## src/rtl/led_ti_sbox_layer_if.sv

```systemverilog
// led_ti_sbox_layer_if: request/response and share buses of the TI S-box layer
interface led_ti_sbox_layer_if #(parameter int NIBBLES = 16);
  logic start, busy, done;
  logic [4*NIBBLES-1:0] share_a, share_b, q_share0, q_share1, q_share2;
  logic [8*NIBBLES-1:0] mask;
  modport master(output start, share_a, share_b, mask, input q_share0, q_share1, q_share2, busy, done);
  modport slave(input start, share_a, share_b, mask, output q_share0, q_share1, q_share2, busy, done);
endinterface

```

## src/rtl/led_ti_sbox_layer.sv

```systemverilog
// led_ti_sbox_layer: 3-share threshold S-box layer, LANES nibbles per cycle through G then F stages
module led_ti_sbox_layer #(
  parameter int NIBBLES = 16,
  parameter int LANES = 4,
  parameter int OUT_SHARES = 3
) (
  input logic clk,
  input logic reset,
  led_ti_sbox_layer_if.slave bus
);
  localparam int P = NIBBLES / LANES;
  localparam int W = 4 * LANES;
  localparam int CW = (P > 1) ? $clog2(P) : 1;
  localparam int N = 4 * NIBBLES;
  if (NIBBLES % LANES != 0) begin : g_bad_lanes
    $error("led_ti_sbox_layer: NIBBLES must be a multiple of LANES");
  end
  if (OUT_SHARES != 2 && OUT_SHARES != 3) begin : g_bad_shares
    $error("led_ti_sbox_layer: OUT_SHARES must be 2 or 3");
  end
  typedef enum logic [1:0] {IDLE, RUN, DRAIN, DONE} state_t;
  state_t state_q, state_d;
  logic [CW-1:0] cnt_q, cnt_d, yidx_q, yidx_d;
  logic [N-1:0] cap_a_q, cap_a_d, cap_b_q, cap_b_d;
  logic [2*N-1:0] cap_m_q, cap_m_d;
  logic [W-1:0] y1_q, y1_d, y2_q, y2_d, y3_q, y3_d, gy1, gy2, gy3, fs1, fs2, fs3;
  logic [N-1:0] s1_q, s1_d, s2_q, s2_d, s3_q, s3_d;
  logic busy_q, busy_d, done_q, done_d;
  // Cross terms of one monomial restricted to the two shares p and q
  function automatic logic qm(input logic [3:0] p, q, input int i, j);
    return (p[i] & p[j]) ^ (p[i] & q[j]) ^ (q[i] & p[j]);
  endfunction
  // One share of G = quadratic half of the S-box; c carries the constant into exactly one share
  function automatic logic [3:0] g_sh(input logic [3:0] p, q, input logic c);
    return {p[2] ^ p[1] ^ p[0], c ^ p[2] ^ p[1], c ^ p[3] ^ p[1] ^ qm(p, q, 2, 0) ^ qm(p, q, 1, 0),
            c ^ p[0] ^ qm(p, q, 3, 2) ^ qm(p, q, 3, 1) ^ qm(p, q, 2, 1)};
  endfunction
  // One share of F, the second quadratic half, S = F o G
  function automatic logic [3:0] f_sh(input logic [3:0] p, q);
    return {p[2] ^ p[1] ^ p[0] ^ qm(p, q, 3, 0), p[3] ^ qm(p, q, 1, 0),
            p[2] ^ p[1] ^ qm(p, q, 3, 0), p[1] ^ qm(p, q, 2, 0)};
  endfunction
  // Remask two shares into three, then each G share sees only two of them
  function automatic logic [11:0] g_stage(input logic [3:0] a, b, input logic [7:0] m);
    logic [3:0] n1, n2, n3;
    n1 = m[3:0] ^ m[7:4];
    n2 = a ^ m[7:4];
    n3 = b ^ m[3:0];
    return {g_sh(n2, n3, 1'b1), g_sh(n3, n1, 1'b0), g_sh(n1, n2, 1'b0)};
  endfunction
  // G stage on the current slice and F stage on the slice held in the y registers
  always_comb begin
    gy1 = '0;
    gy2 = '0;
    gy3 = '0;
    fs1 = '0;
    fs2 = '0;
    fs3 = '0;
    for (int l = 0; l < LANES; l++) begin
      {gy1[4*l+:4], gy2[4*l+:4], gy3[4*l+:4]} = g_stage(cap_a_q[4*(int'(cnt_q)*LANES+l)+:4],
        cap_b_q[4*(int'(cnt_q)*LANES+l)+:4], cap_m_q[8*(int'(cnt_q)*LANES+l)+:8]);
      fs1[4*l+:4] = f_sh(y1_q[4*l+:4], y2_q[4*l+:4]);
      fs2[4*l+:4] = f_sh(y3_q[4*l+:4], y1_q[4*l+:4]);
      fs3[4*l+:4] = f_sh(y2_q[4*l+:4], y3_q[4*l+:4]);
    end
  end
  // Sequencing: capture in IDLE, one G slice per RUN cycle, F trails G by one cycle
  always_comb begin
    state_d = state_q;
    cnt_d = cnt_q;
    yidx_d = yidx_q;
    cap_a_d = cap_a_q;
    cap_b_d = cap_b_q;
    cap_m_d = cap_m_q;
    y1_d = y1_q;
    y2_d = y2_q;
    y3_d = y3_q;
    s1_d = s1_q;
    s2_d = s2_q;
    s3_d = s3_q;
    done_d = 1'b0;
    if ((state_q == RUN && cnt_q != '0) || state_q == DRAIN) begin
      s1_d[int'(yidx_q)*W+:W] = fs1;
      s2_d[int'(yidx_q)*W+:W] = fs2;
      s3_d[int'(yidx_q)*W+:W] = fs3;
    end
    if (state_q == IDLE && bus.start) begin
      cap_a_d = bus.share_a;
      cap_b_d = bus.share_b;
      cap_m_d = bus.mask;
      cnt_d = '0;
      state_d = RUN;
    end
    if (state_q == RUN) begin
      y1_d = gy1;
      y2_d = gy2;
      y3_d = gy3;
      yidx_d = cnt_q;
      cnt_d = cnt_q + 1'b1;
      state_d = (cnt_q == CW'(P - 1)) ? DRAIN : RUN;
    end
    if (state_q == DRAIN) state_d = DONE;
    if (state_q == DONE) begin
      state_d = IDLE;
      done_d = 1'b1;
    end
    busy_d = state_d != IDLE;
  end
  // State registers, cleared by the active-low synchronous reset
  always_ff @(posedge clk) begin
    if (!reset) begin
      state_q <= IDLE;
      cnt_q <= '0;
      yidx_q <= '0;
      cap_a_q <= '0;
      cap_b_q <= '0;
      cap_m_q <= '0;
      y1_q <= '0;
      y2_q <= '0;
      y3_q <= '0;
      s1_q <= '0;
      s2_q <= '0;
      s3_q <= '0;
      busy_q <= 1'b0;
      done_q <= 1'b0;
    end else begin
      state_q <= state_d;
      cnt_q <= cnt_d;
      yidx_q <= yidx_d;
      cap_a_q <= cap_a_d;
      cap_b_q <= cap_b_d;
      cap_m_q <= cap_m_d;
      y1_q <= y1_d;
      y2_q <= y2_d;
      y3_q <= y3_d;
      s1_q <= s1_d;
      s2_q <= s2_d;
      s3_q <= s3_d;
      busy_q <= busy_d;
      done_q <= done_d;
    end
  end
  assign bus.q_share0 = (OUT_SHARES == 2) ? s1_q ^ s2_q : s1_q;
  assign bus.q_share1 = (OUT_SHARES == 2) ? s3_q : s2_q;
  assign bus.q_share2 = (OUT_SHARES == 2) ? '0 : s3_q;
  assign bus.busy = busy_q;
  assign bus.done = done_q;
endmodule

```

## src/flat_wrapper.sv

```systemverilog
// flat-port wrapper written by rule: the top's interface ports become plain ports
module led_ti_sbox_layer_flat 
#(
  parameter int NIBBLES = 16,
  parameter int LANES = 4,
  parameter int OUT_SHARES = 3
)
  (clk, reset, bus_start, bus_share_a, bus_share_b, bus_mask, bus_q_share0, bus_q_share1, bus_q_share2, bus_busy, bus_done);
  led_ti_sbox_layer_if #(.NIBBLES(NIBBLES)) bus_i ();
  input logic clk;
  input logic reset;
  input wire logic [$bits(bus_i.start)-1:0] bus_start;
  input wire logic [$bits(bus_i.share_a)-1:0] bus_share_a;
  input wire logic [$bits(bus_i.share_b)-1:0] bus_share_b;
  input wire logic [$bits(bus_i.mask)-1:0] bus_mask;
  output wire logic [$bits(bus_i.q_share0)-1:0] bus_q_share0;
  output wire logic [$bits(bus_i.q_share1)-1:0] bus_q_share1;
  output wire logic [$bits(bus_i.q_share2)-1:0] bus_q_share2;
  output wire logic [$bits(bus_i.busy)-1:0] bus_busy;
  output wire logic [$bits(bus_i.done)-1:0] bus_done;
  assign bus_i.start = bus_start;
  assign bus_i.share_a = bus_share_a;
  assign bus_i.share_b = bus_share_b;
  assign bus_i.mask = bus_mask;
  assign bus_q_share0 = bus_i.q_share0;
  assign bus_q_share1 = bus_i.q_share1;
  assign bus_q_share2 = bus_i.q_share2;
  assign bus_busy = bus_i.busy;
  assign bus_done = bus_i.done;
  led_ti_sbox_layer #(.NIBBLES(NIBBLES), .LANES(LANES), .OUT_SHARES(OUT_SHARES)) u_core (.clk(clk), .reset(reset), .bus(bus_i));
endmodule
```

## config.mk

```make
export PLATFORM = sky130hd
export DESIGN_NAME = led_ti_sbox_layer_flat
export DESIGN_NICKNAME = d
export VERILOG_FILES = /design/src/rtl/led_ti_sbox_layer_if.sv /design/src/rtl/led_ti_sbox_layer.sv /design/src/flat_wrapper.sv
export SDC_FILE = /design/constraint.sdc
export NUM_CORES = 1
export LEC_CHECK = 0
export ABC_CLOCK_PERIOD_IN_PS = 3600
export CORE_MARGIN = 2
export CORE_UTILIZATION = 41
export CTS_CLUSTER_SIZE = 24
export DETAILED_ROUTE_END_ITERATION = 8
export PLACE_DENSITY = 0.65
export SYNTH_ARGS = -nofsm -noshare
export SYNTH_HDL_FRONTEND = slang
export SYNTH_SLANG_ARGS = --single-unit
```

## constraint.sdc

```tcl
create_clock -name clk -period 3.6 [get_ports clk]
set_input_delay 0.54 -clock clk [delete_from_list [all_inputs] [get_ports clk]]
set_output_delay 0.54 -clock clk [all_outputs]
set_load 0.1 [all_outputs]
```

* Yosys cells after proc, flatten, opt, wreduce, memory -nomap -nowiden
Index checks and enable logic that the tools add are counted.
Storage, ports and cells: register bits after elaboration 504, input port bits 259, output and inout bits 194, word-level logic and storage cells 733
Cells by class: add/subtract/negate cells 5, eq/ne operators 4, shifts and indexed selects 16, muxes and demuxes 11, bitwise operators 676, reductions and logical operators 7
Operator list (count):
- indexed part select 128 x 32 -> 8 bit | 3
- indexed part select 64 x 32 -> 4 bit | 6
- XOR 1 bit | 364
- AND 1 bit | 288
- bitwise mux 64 bit | 3
- indexed part select 16 x 33 -> 64 bit | 3
- indexed part select 128 x 8 -> 8 bit | 1
- indexed part select 64 x 7 -> 4 bit | 2
- variable shift 16 x 33 -> 64 bit, first input constant | 1
- XOR 4 bit | 12
- negator 6 -> 33 bit | 1
- two-way mux 2 bit | 7
- inverter 1 bit | 12
- adder 4 x 2 -> 5 bit, second input constant | 2
- == test 2 bit, second input constant | 3
- nonzero test 2 bit | 3
- adder 4 x 1 -> 5 bit, second input constant | 1
- adder 2 x 1 -> 2 bit, second input constant | 1
- == test 2 x 1 -> 1 bit, second input constant | 1
- logical AND 1 bit | 2
- zero test 2 bit | 1
- logical OR 1 bit | 1
- two-way mux 1 bit | 1

* Logic depth before layout (Yosys ltp)
depth in word-level cells 9, depth in mapped cells 13

* Least setup slack after synthesis
No wires, ideal clock.
kind flip-flop to flip-flop, from reg u_core.cnt_q[0], to reg u_core.y3_q[8], arrival 2.929 ns, data required time 3.514 ns, slack 0.585 ns, cell stages (with the launch flop) 13, period minus slack after synthesis 3.015 ns, cells stage by stage dfxtp_1 -> buf_6 -> buf_6 -> mux4_2 -> xnor2_1 -> inv_1 -> ha_1 -> xnor2_1 -> xnor2_1 -> xnor2_1 -> xnor2_1 -> xnor2_1 -> a211oi_1
On the way: word-level cells in the longest chain between the ends 9
RTL lines:
- start: declaration | RTL line led_ti_sbox_layer.sv:23 | logic [CW-1:0] cnt_q, cnt_d, yidx_q, yidx_d;
- start signal: assignment | RTL line led_ti_sbox_layer.sv:128 | cnt_q <= cnt_d;
- adder 4 x 2 -> 5 bit (*) | RTL line led_ti_sbox_layer.sv:60, led_ti_sbox_layer.sv:61
- indexed part select 128 x 32 -> 8 bit or indexed part select 64 x 32 -> 4 bit (tied branches) | RTL line led_ti_sbox_layer.sv:61, led_ti_sbox_layer.sv:60
- XOR 4 bit, on equally long branches | RTL line led_ti_sbox_layer.sv:46, led_ti_sbox_layer.sv:47
- AND 1 bit | RTL line led_ti_sbox_layer.sv:31 | return (p[i] & p[j]) ^ (p[i] & q[j]) ^ (q[i] & p[j]);
- XOR 1 bit (2 in a row) | RTL line led_ti_sbox_layer.sv:31
- XOR 1 bit (2 in a row) | RTL line led_ti_sbox_layer.sv:36 | c ^ p[0] ^ qm(p, q, 3, 2) ^ qm(p, q, 3, 1) ^ qm(p, q, 2, 1)};
- XOR 1 bit (*) | RTL line led_ti_sbox_layer.sv:36
- end signal: assignment | RTL line led_ti_sbox_layer.sv:135 | y3_q <= y3_d;
- end: declaration | RTL line led_ti_sbox_layer.sv:26 | logic [W-1:0] y1_q, y1_d, y2_q, y2_d, y3_q, y3_d, gy1, gy2, gy3, fs1, fs2, fs3;
Mark *: on every way between the ends. The rest lies on a longest branch, timed or not. A chain may end at the register's enable or synchronous reset.

* Worst setup path after layout
from reg u_core.cnt_q[0], to reg u_core.y3_q[0]
On the way: word-level cells in the longest chain between the ends 8
RTL lines (RTL line):
- indexed part select 128 x 8 -> 8 bit or indexed part select 64 x 7 -> 4 bit (tied branches) | led_ti_sbox_layer.sv:61, led_ti_sbox_layer.sv:60
- XOR 4 bit, on equally long branches | led_ti_sbox_layer.sv:46, led_ti_sbox_layer.sv:47
- AND 1 bit | led_ti_sbox_layer.sv:31
- XOR 1 bit (2 in a row) | led_ti_sbox_layer.sv:31
- XOR 1 bit (2 in a row) | led_ti_sbox_layer.sv:36
- XOR 1 bit (*) | led_ti_sbox_layer.sv:36
Marked as above.

==> metrics <==
most numerous cell in the Yosys netlist nand2_1; Starting Density 41.2%; Clock Pin Slew Worst Setup and Hold Paths 0.07 ns; via count 21100; Syn Nets 3010; die span in x 244 um; # hold bufs at CTS 0; Clock Skew 0.0271 ns; Mapped Cells 2732; chip height 244 um; setup TNS 0 ns; I/O Buffers 452; total grt overflow 0; r2r setup slk 0.30 ns; Yosys cell types 66; RSZ-0062 raised after global routing false; Overall Global Routing Usage 24.5%; async set-or-reset flop fraction in the synthesized netlist 0%; vias in the first global route 20100; DRT Wirelength 75.4 mm; Min-Delay Path Depth 2; CP arrival 3.80 ns; placed wire-length estimate 55.3 mm; post-layout util 53.7%; Total Power 16.1 mW; Fmax 303 MHz; Net count, final 3360; Lkg Pwr 11.1 nW; largest net degree at the start of global routing 177; critical path launch point type flip-flop; Mapped Area 23600 um2; num rows 88; HP Start u_core.cap_b_q[51]; hold path endpoint u_core.cap_b_q[51]; Synth top area share 42.7%; # setup viols final 0; CTS resizes 0; DR WL/cell 19.4 um; Primary FF master, synth dfxtp_1; Remaining DRCs 0; Critical Path RT 4.10 ns; Worst-Margin Slew 1.06 ns; die area 59600 um2; worst r2r src u_core.cnt_q[0]; worst slew margin relative to its limit 29.4%; Min-Delay Path Class reg2reg; clock root buffer clkbuf_16; Yosys reg bits 504; VDD IR-drop max 0.385 mV; IO Pins 453; Ant. Diodes 0; Fillers 5184; Syn Area/Cell 8.65 um2; area grow syn2layout 30.3%; Tmin final 3.30 ns; area leader, netlist dfxtp_1; PD cells 523 nW/um2; Final Wtd Congestion 0.868; core area 57400 um2; initial antenna violation count 1; First-pass DRT Iterations 5; final period utilization 91.6%; Final ANT Viol Nets 0; TritonCTS clock tree yes; Seq/Total Area, Yosys 42.7%; number of synthesized flops with an enable pin 0; CP endpoint kind flip-flop; top post-synthesis cells by area dfxtp_1, nand2_1, a21oi_1, xnor2_1, mux4_2; Crit Path Max Fanout 13; fin. max-slew vios 0; CTS max path bufs 3; final hold violations 0; first-pass GRT wire length 116 mm; Synth top cells by count nand2_1, dfxtp_1, a21oi_1, nor2_1, clkbuf_1; reg2reg path depth 10; layout cells sized above 1 9.47%; CTS Sinks 504; worst setup path class reg2reg; Starting DRT DRC Count 1621; run status completed; # Post-CTS Setup Buffers 0; capture point of the worst reg-to-reg path u_core.y3_q[0]; Max Cap Violations 0; clock buffers created by TritonCTS 53; Vias per Instance 5.42; clk_lat worst skew 0.61 ns; H-tree level count 2; yosys warns 0
-- metal layers --
metal  track usage, %  routed length, um
met3             3.98               4770
met4             7.14               1920
met2             39.7              34800
met1             33.7              34000
met5                0                 16
-- layout by cell type (no fill, tap or decap), drive strengths merged, types with 60 or more instances in the layout --
master	instances
a21oi	295
a22oi	166
buf	60
clkbuf	72
clkdlybuf4s50	450
dfxtp	504
mux4	65
nand2	583
nor2	270
xnor2	189
-- worst max-delay path, cell delays in order (launching register included) --
cell,delay [ns]
dfxtp_4,0.51
buf_4,0.24
mux4_2,0.62
xnor2_2,0.40
inv_1,0.19
ha_1,0.24
xor2_1,0.18
nor2_1,0.17
a21oi_1,0.10
and4_1,0.22
a311o_1,0.31
-- state kept, by name, indices dropped and copies added, names as in the netlist --
name                 count
u_core.y2_q             16
u_core.cap_m_q         128
u_core.bus.q_share2     64
u_core.y3_q             16
u_core.yidx_q            2
u_core.bus.busy          1
u_core.bus.done          1
u_core.state_q           2
u_core.cap_b_q          64
u_core.y1_q             16
u_core.cnt_q             2
u_core.cap_a_q          64
u_core.bus.q_share1     64
u_core.bus.q_share0     64
-- cell type report --
cell class | count | area [um2] | area share [%]
multi-input combinational | 1983 | 12600 | 40.9
sequential | 504 | 10100 | 32.8
timing repair buffer | 510 | 5080 | 16.5
clock buffer | 72 | 1530 | 4.97
tap | 765 | 957 | 3.11
clock inverter | 28 | 435 | 1.41
inverter | 30 | 120 | 0.390
-- where the power goes --
group	internal [mW]	leakage (nW)	switching [mW]	total, mW
sequential	5.86	4.11	0.346	6.20
clock	3.77	0.962	2.36	6.13
combinational	1.66	6.00	2.12	3.78
total	11.3	11.1	4.82	16.1
-- cells by family (layout without fill, tap and decap cells) --
logic type | count (synthesis) | in the layout | synth area share, %
AOI/OAI and AO/OA | 630 | 630 | 16.8
xor gates and xnor gates | 247 | 247 | 10.1
adders and majority gates | 19 | 19 | 1.01
buffers and inverters | 245 | 640 | 4.27
DFF | 504 | 504 | 42.7
muxes | 121 | 121 | 8.74
and+or+nand+nor | 966 | 966 | 16.4
-- how the worst max path moves through the flow --
stage / start / to / slack (ns)
floorplan: u_core.cnt_q[0] / u_core.y3_q[8] / 0.59
global placement: u_core.cnt_q[0] / u_core.y3_q[0] / 0.42
detailed placement: u_core.cnt_q[0] / u_core.y3_q[0] / 0.34
CTS: u_core.cnt_q[0] / u_core.y3_q[0] / 0.33
global route: u_core.cnt_q[0] / u_core.y3_q[0] / 0.14
finish: u_core.cnt_q[0] / u_core.y3_q[0] / 0.30
-- through the flow --
step | hold WS, ns | worst slack, ns | cells | cell area (um2)
finish | 0.452 | 0.302 | 3892 | 30800
global route | 0.463 | 0.136 | 3892 | 30800
CTS | 0.449 | 0.332 | 3892 | 30800
detailed placement | 0.445 | 0.339 | 3792 | 28800
global placement | 0.440 | 0.420 | 3792 | 28800
floorplan | 0.433 | 0.585 | 2732 | 23600
Note: power is estimated with default switching activity, not from simulation.
==> patch 1: new RTL, same settings <==
Take the reset off `y1_q`, `y2_q`, `y3_q`, `s1_q`, `s2_q` and `s3_q` and load them in a clocked block of their own.
--- a/src/rtl/led_ti_sbox_layer.sv
+++ b/src/rtl/led_ti_sbox_layer.sv
@@ -115,12 +115,6 @@
       cap_a_q <= '0;
       cap_b_q <= '0;
       cap_m_q <= '0;
-      y1_q <= '0;
-      y2_q <= '0;
-      y3_q <= '0;
-      s1_q <= '0;
-      s2_q <= '0;
-      s3_q <= '0;
       busy_q <= 1'b0;
       done_q <= 1'b0;
     end else begin
@@ -130,15 +124,18 @@
       cap_a_q <= cap_a_d;
       cap_b_q <= cap_b_d;
       cap_m_q <= cap_m_d;
-      y1_q <= y1_d;
-      y2_q <= y2_d;
-      y3_q <= y3_d;
-      s1_q <= s1_d;
-      s2_q <= s2_d;
-      s3_q <= s3_d;
       busy_q <= busy_d;
       done_q <= done_d;
     end
+  end
+
+  always_ff @(posedge clk) begin
+    y1_q <= y1_d;
+    y2_q <= y2_d;
+    y3_q <= y3_d;
+    s1_q <= s1_d;
+    s2_q <= s2_d;
+    s3_q <= s3_d;
   end
   assign bus.q_share0 = (OUT_SHARES == 2) ? s1_q ^ s2_q : s1_q;
   assign bus.q_share1 = (OUT_SHARES == 2) ? s3_q : s2_q;
Formal check against the unedited RTL: not equivalent (Yosys sat finds a counterexample within 4 cycles, from zero or initial values and one cycle with reset low; the reset may be asserted at any time).
==> patch 1 against the original RTL <==
  * Non-clock buffer count shrank 12
  * First-iteration DRC count is 11% lower
  * Setup slack better by 240 ps
  * Largest cell class is now registers
  * Routed wire length down 10%
  * Sequential cell count stayed put
  * Area after synthesis decreased by 0.68%
  * Count of clock-buffer cells in the layout shrank 10
  * Design area is 1.1% lower
  * Total power up 5.5%
  * Combinational power rose by 20%
==> patch 1: results (changes against the original RTL) <==
status: "finished, final reports clean"  # unchanged
finalHoldViolCount: 0  # unchanged
grt_use_met3: 0.0411  # was 0.0398
cpMaxStageDelayCell: "mux4_2"  # unchanged
clock_path_buffers: 3  # unchanged
synth_warnings: 0  # unchanged
drive_above_1_share: 0.0960  # was 0.0947
async_flop_share: 0  # unchanged
nets: 3009  # was 3,360
num-fill-cells: 4905  # was 5,184
postSynthNetCount: 2613  # was 3,010
rr_worst_depth: 8  # was 10
grt_antenna_before_repair: 3  # was 1
critPathTopFamily: "XOR/XNOR gates"  # was multiplexers
dp_hpwl_um: 49900  # was 55,300 um
grt_pass1_wl_um: 104000  # was 116,000 um
largest_reg_flops: 128  # unchanged
slew_headroom: 0.289  # was 0.294
insertion_delay_ps: 610  # about the same
dr.pass1.iters: 7  # was 5
grt_max_degree: 104  # was 177
hold_class: "reg2reg"  # unchanged
placed_area_um2: 28800  # about the same
grtUsageMet1: 0.330  # was 0.337
met2_usage: 0.334  # was 0.397
synth-seq-area-share: 0.532  # was 0.427
p_leak_nw: 10.9  # was 11.1 nW
gp_congestion: 0.905  # was 0.868
cts_resized: 0  # unchanged
slowest_delay_ps: 600  # was 620 ps
synth_cell_type_count: 58  # was 66
drt_iter0_drc: 1445  # was 1,621
synth-edff-count: 240  # was 0
critical_path_arrival_ps: 3400  # was 3800 ps
min_path_cells: 2  # unchanged
synth.area.top_cells: "edfxtp_1 31%, dfxtp_1 23%, nand2_1 9.0%, a21oi_1 6.2%, mux4_2 6.0%"  # was dfxtp_1 43%, nand2_1 9.3%, a21oi_1 6.2%, xnor2_1 6.2%, mux4_2 6.2%
cts_buffers: 51  # was 53
cp_max_fo: 23  # was 13
cts_setup_buffers: 0  # unchanged
clkTransAtPathRegs_ps: 60
fin_worst_skew_ps: 26.3  # was 27.1 ps
vias: 18100  # was 21,100
netSwitchingPower_mw: 5.48  # was 4.82 mW
track_usage: 0.225  # was 0.245
largest_register: "u_core.cap_m_q"  # unchanged
yosys-top-cells-count: "560 x nand2_1, 290 x a21oi_1, 264 x dfxtp_1, 254 x nor2_1, 240 x edfxtp_1"  # was 583 x nand2_1, 504 x dfxtp_1, 295 x a21oi_1, 270 x nor2_1, 176 x clkbuf_1
avgRoutedWirePerCell_um: 19.2  # was 19.4 um
ir_drop_mv: 0.360  # was 0.385 mV
==> patch 1: changes by cell type in the layout (fill, tap and decap cells not counted), sizes merged, moves of 22 or more <==
cell     change
nand3       -22
xor2        +30
edfxtp     +240
a2bb2oi     -48
a22oi      -143
xnor2       -35
nand2       -23
dfxtp      -240
==> patch 1: cells by family (layout without fill, tap and decap cells) <==
group / count (synthesis) / in the layout / share of synthesized area
AND/OR/NAND/NOR: 887 / 887 / 0.149
adder cells (fa/ha/maj): 19 / 19 / 0.0101
XOR/XNOR: 241 / 241 / 0.103
buffers and inverters: 184 / 619 / 0.0345
AO/OA/AOI/OAI: 402 / 402 / 0.0944
multiplexers: 98 / 98 / 0.0770
flip-flops: 504 / 504 / 0.532
other: 0 / 2 / 0
==> patch 1: through the flow <==
step,cells,setup slack (ps),util
3_3_place_gp,3434,607,0.509
6_report,3528,547,0.539
4_1_cts,3526,523,0.539
3_5_place_dp,3434,535,0.509
2_1_floorplan,2335,137,-
5_1_grt,3526,338,0.539
==> patch 1: path summary, 6_finish.rpt <==
path	start	endpoint	slack, ps
max	u_core.cnt_q[0]$_SDFFE_PN0P_	u_core.y3_q[8]$_DFFE_PP_	550
min	u_core.cap_m_q[67]$_SDFFE_PN0P_	u_core.cap_m_q[67]$_SDFFE_PN0P_	450
max reg2reg	u_core.cnt_q[0]$_SDFFE_PN0P_	u_core.y3_q[8]$_DFFE_PP_	550
min reg2reg	u_core.cap_m_q[67]$_SDFFE_PN0P_	u_core.cap_m_q[67]$_SDFFE_PN0P_	450
==> patch 1: routing by layer <==
metal,share of wire,vias up
li1,-,8710
met1,0.46,8539
met2,0.43,745
met3,0.076,98
met4,0.031,0
met5,0,-
==> patch 1: worst register-to-register path, delay by kind of cell (launching register included) <==
family / cells / cell delay, ps
xor gates and xnor gates: 2 / 670
muxes: 1 / 620
AOI/OAI and AO/OA: 3 / 560
DFF: 1 / 550
buffers and inverters: 1 / 270
and+or+nand+nor: 1 / 130
==> patch 1: power by group through the flow <==
stage                     logic (mW)  clock network [mW]  registers (mW)
final                           4.55                5.47            6.96
after global routing            4.99                5.79            7.01
after CTS                       4.59                5.59            6.96
after detailed placement        4.58                   0            7.09
after global placement          4.49                   0            7.07
after floorplan                 2.99                   0            7.20
==> patch 1: cell type report <==
| cell class | count | share of cell area |
|---|---|---|
| flip-flops and latches | 504 | 0.410 |
| multi-input cells | 1647 | 0.336 |
| repair buffers | 498 | 0.162 |
| clock buffers | 62 | 0.0453 |
| well taps | 756 | 0.0310 |
| clock inverters | 30 | 0.0112 |
| inverters | 29 | 0.00382 |
| diodes | 2 | 0.000164 |
==> patch 2: new RTL, same flow settings <==
Without the edit above. `LANES` is set to 4 in 2 places; all go to 8.
--- a/src/rtl/led_ti_sbox_layer.sv
+++ b/src/rtl/led_ti_sbox_layer.sv
@@ -1,7 +1,7 @@
 // led_ti_sbox_layer: 3-share threshold S-box layer, LANES nibbles per cycle through G then F stages
 module led_ti_sbox_layer #(
   parameter int NIBBLES = 16,
-  parameter int LANES = 4,
+  parameter int LANES = 8,
   parameter int OUT_SHARES = 3
 ) (
   input logic clk,
--- a/src/flat_wrapper.sv
+++ b/src/flat_wrapper.sv
@@ -2,7 +2,7 @@
 module led_ti_sbox_layer_flat 
 #(
   parameter int NIBBLES = 16,
-  parameter int LANES = 4,
+  parameter int LANES = 8,
   parameter int OUT_SHARES = 3
 )
   (clk, reset, bus_start, bus_share_a, bus_share_b, bus_mask, bus_q_share0, bus_q_share1, bus_q_share2, bus_busy, bus_done);
Function: not settled (the Yosys comparison gave no result); the edit may change what the design does.
==> patch 2 against the original RTL <==
  * Routed wire length grew 21%
  * Total power increased by 21%
  * Design area increased by 23%
  * Largest power group unchanged
  * Sequential cell count grew 46
  * Area after synthesis grew 29%
  * Synthesized cell count increased by 40%
  * Highest routed layer is now met4
  * Cell count up 32%
  * Setup slack better by 450 ps
==> patch 2: results (changes against the original RTL) <==
grt_antenna_before_repair: 2  # was 1
met2_usage: 0.315  # was 0.397
dp_hpwl_um: 67600  # was 55,300 um
critical_path_arrival_ps: 3340  # was 3800 ps
hold_path.startpoint: "bus_share_b[58]"  # was u_core.cap_b_q[51]$_SDFFE_PN0P_
hold_class: "in2reg"  # was reg2reg
crit_end: "u_core.y3_q[4]$_SDFFE_PN0N_"  # was u_core.y3_q[0]$_SDFFE_PN0P_
yosys-top-cells-count: "939 x nand2_1, 550 x dfxtp_1, 495 x a21oi_1, 407 x xnor2_1, 223 x clkbuf_1"  # was 583 x nand2_1, 504 x dfxtp_1, 295 x a21oi_1, 270 x nor2_1, 176 x clkbuf_1
dr.max_layer_used: "met4"  # was met5
synth.area.top_cells: "dfxtp_1 36%, xnor2_1 12%, nand2_1 12%, a21oi_1 8.1%, mux2_2 5.5%"  # was dfxtp_1 43%, nand2_1 9.3%, a21oi_1 6.2%, xnor2_1 6.2%, mux4_2 6.2%
synth_area_per_cell_um2: 7.95  # was 8.65 um^2
grtUsageMet1: 0.371  # was 0.337
placed_area_um2: 35600  # was 28,800 um^2
place_ws_ps: 773  # was 339 ps
drt-total-wl_um: 91200  # was 75,400 um
status: "finished, final reports clean"  # unchanged
vias_per_cell: 5.16  # was 5.42
wl_met1_um: 49100  # was 34,000 um
min_path_cells: 3  # was 2
drt_iter0_drc: 2188  # was 1,621
netSwitchingPower_mw: 6.54  # was 4.82 mW
synth-seq-area-share: 0.362  # was 0.427
grt_max_degree: 192  # was 177
reg2reg_slack_ps: 750  # was 300 ps
busiest_layer: "met1"  # was met2
cpMaxStageDelayCell: "dfxtp_4"  # was mux4_2
slew_headroom: 0.269  # was 0.294
ir_drop_mv: 0.399  # was 0.385 mV
wl_met3_um: 4600  # was 4770 um
whs_endpoint: "u_core.cap_b_q[58]$_SDFFE_PN0P_"  # was u_core.cap_b_q[51]$_SDFFE_PN0P_
p_leak_nw: 13.0  # was 11.1 nW
synth_cell_type_count: 71  # was 66
postSynthNetCount: 4107  # was 3,010
insertion_delay_ps: 640  # was 610 ps
==> patch 2: cell count changes after synthesis, sizes merged, moves of 46 or more <==
| cell | unedited run | this run |
|---|---|---|
| nand2 | 583 | 939 |
| xnor2 | 189 | 407 |
| a21oi | 295 | 495 |
| mux2 | 34 | 155 |
| a22oi | 166 | 54 |
| nor2 | 270 | 175 |
| mux2i | 22 | 95 |
| a211oi | 21 | 89 |
| mux4 | 65 | 0 |
| nand3 | 33 | 86 |
| o21ai | 45 | 97 |
| a2bb2oi | 48 | 0 |
| clkbuf | 176 | 223 |
| dfxtp | 504 | 550 |
==> patch 2: layout make-up <==
type                            instances  area, um^2  share of cell area
Antenna cell                            2        5.00            0.000133
Clock buffer                           83        1750              0.0463
Clock inverter                         29         435              0.0115
Inverter                               41         161             0.00427
Multi-Input combinational cell       2951       18100               0.478
Sequential cell                       550       11000               0.292
Tap cell                              959        1200              0.0318
Timing Repair Buffer                  516        5150               0.136
==> patch 2: cell families (layout without fill, tap and decap cells) <==
kind of cell,count (synthesis),count (layout),synth area share
muxes,250,250,0.0971
buffers and inverters,323,669,0.0455
other,0,2,0
and+or+nand+nor,1371,1371,0.187
DFF,550,550,0.362
AOI/OAI and AO/OA,813,813,0.154
adders and majority gates,24,24,0.00987
xor gates and xnor gates,493,493,0.144
==> patch 2: critical path, delay by kind of cell, from the launching register on <==
family	cells	cell delay, ps
AOI/OAI and AO/OA	2	260
xor gates and xnor gates	2	260
adders and majority gates	1	270
buffers and inverters	2	500
DFF	1	610
muxes	1	260
and+or+nand+nor	2	520
==> patch 2: power by group through the flow <==
stage	combinational, mW	clock (mW)	sequential, mW
floorplan	4.06	0	7.16
global placement	5.60	0	7.25
detailed placement	5.64	0	7.28
CTS	5.67	6.86	7.14
global route	6.18	7.10	7.23
finish	5.67	6.72	7.15
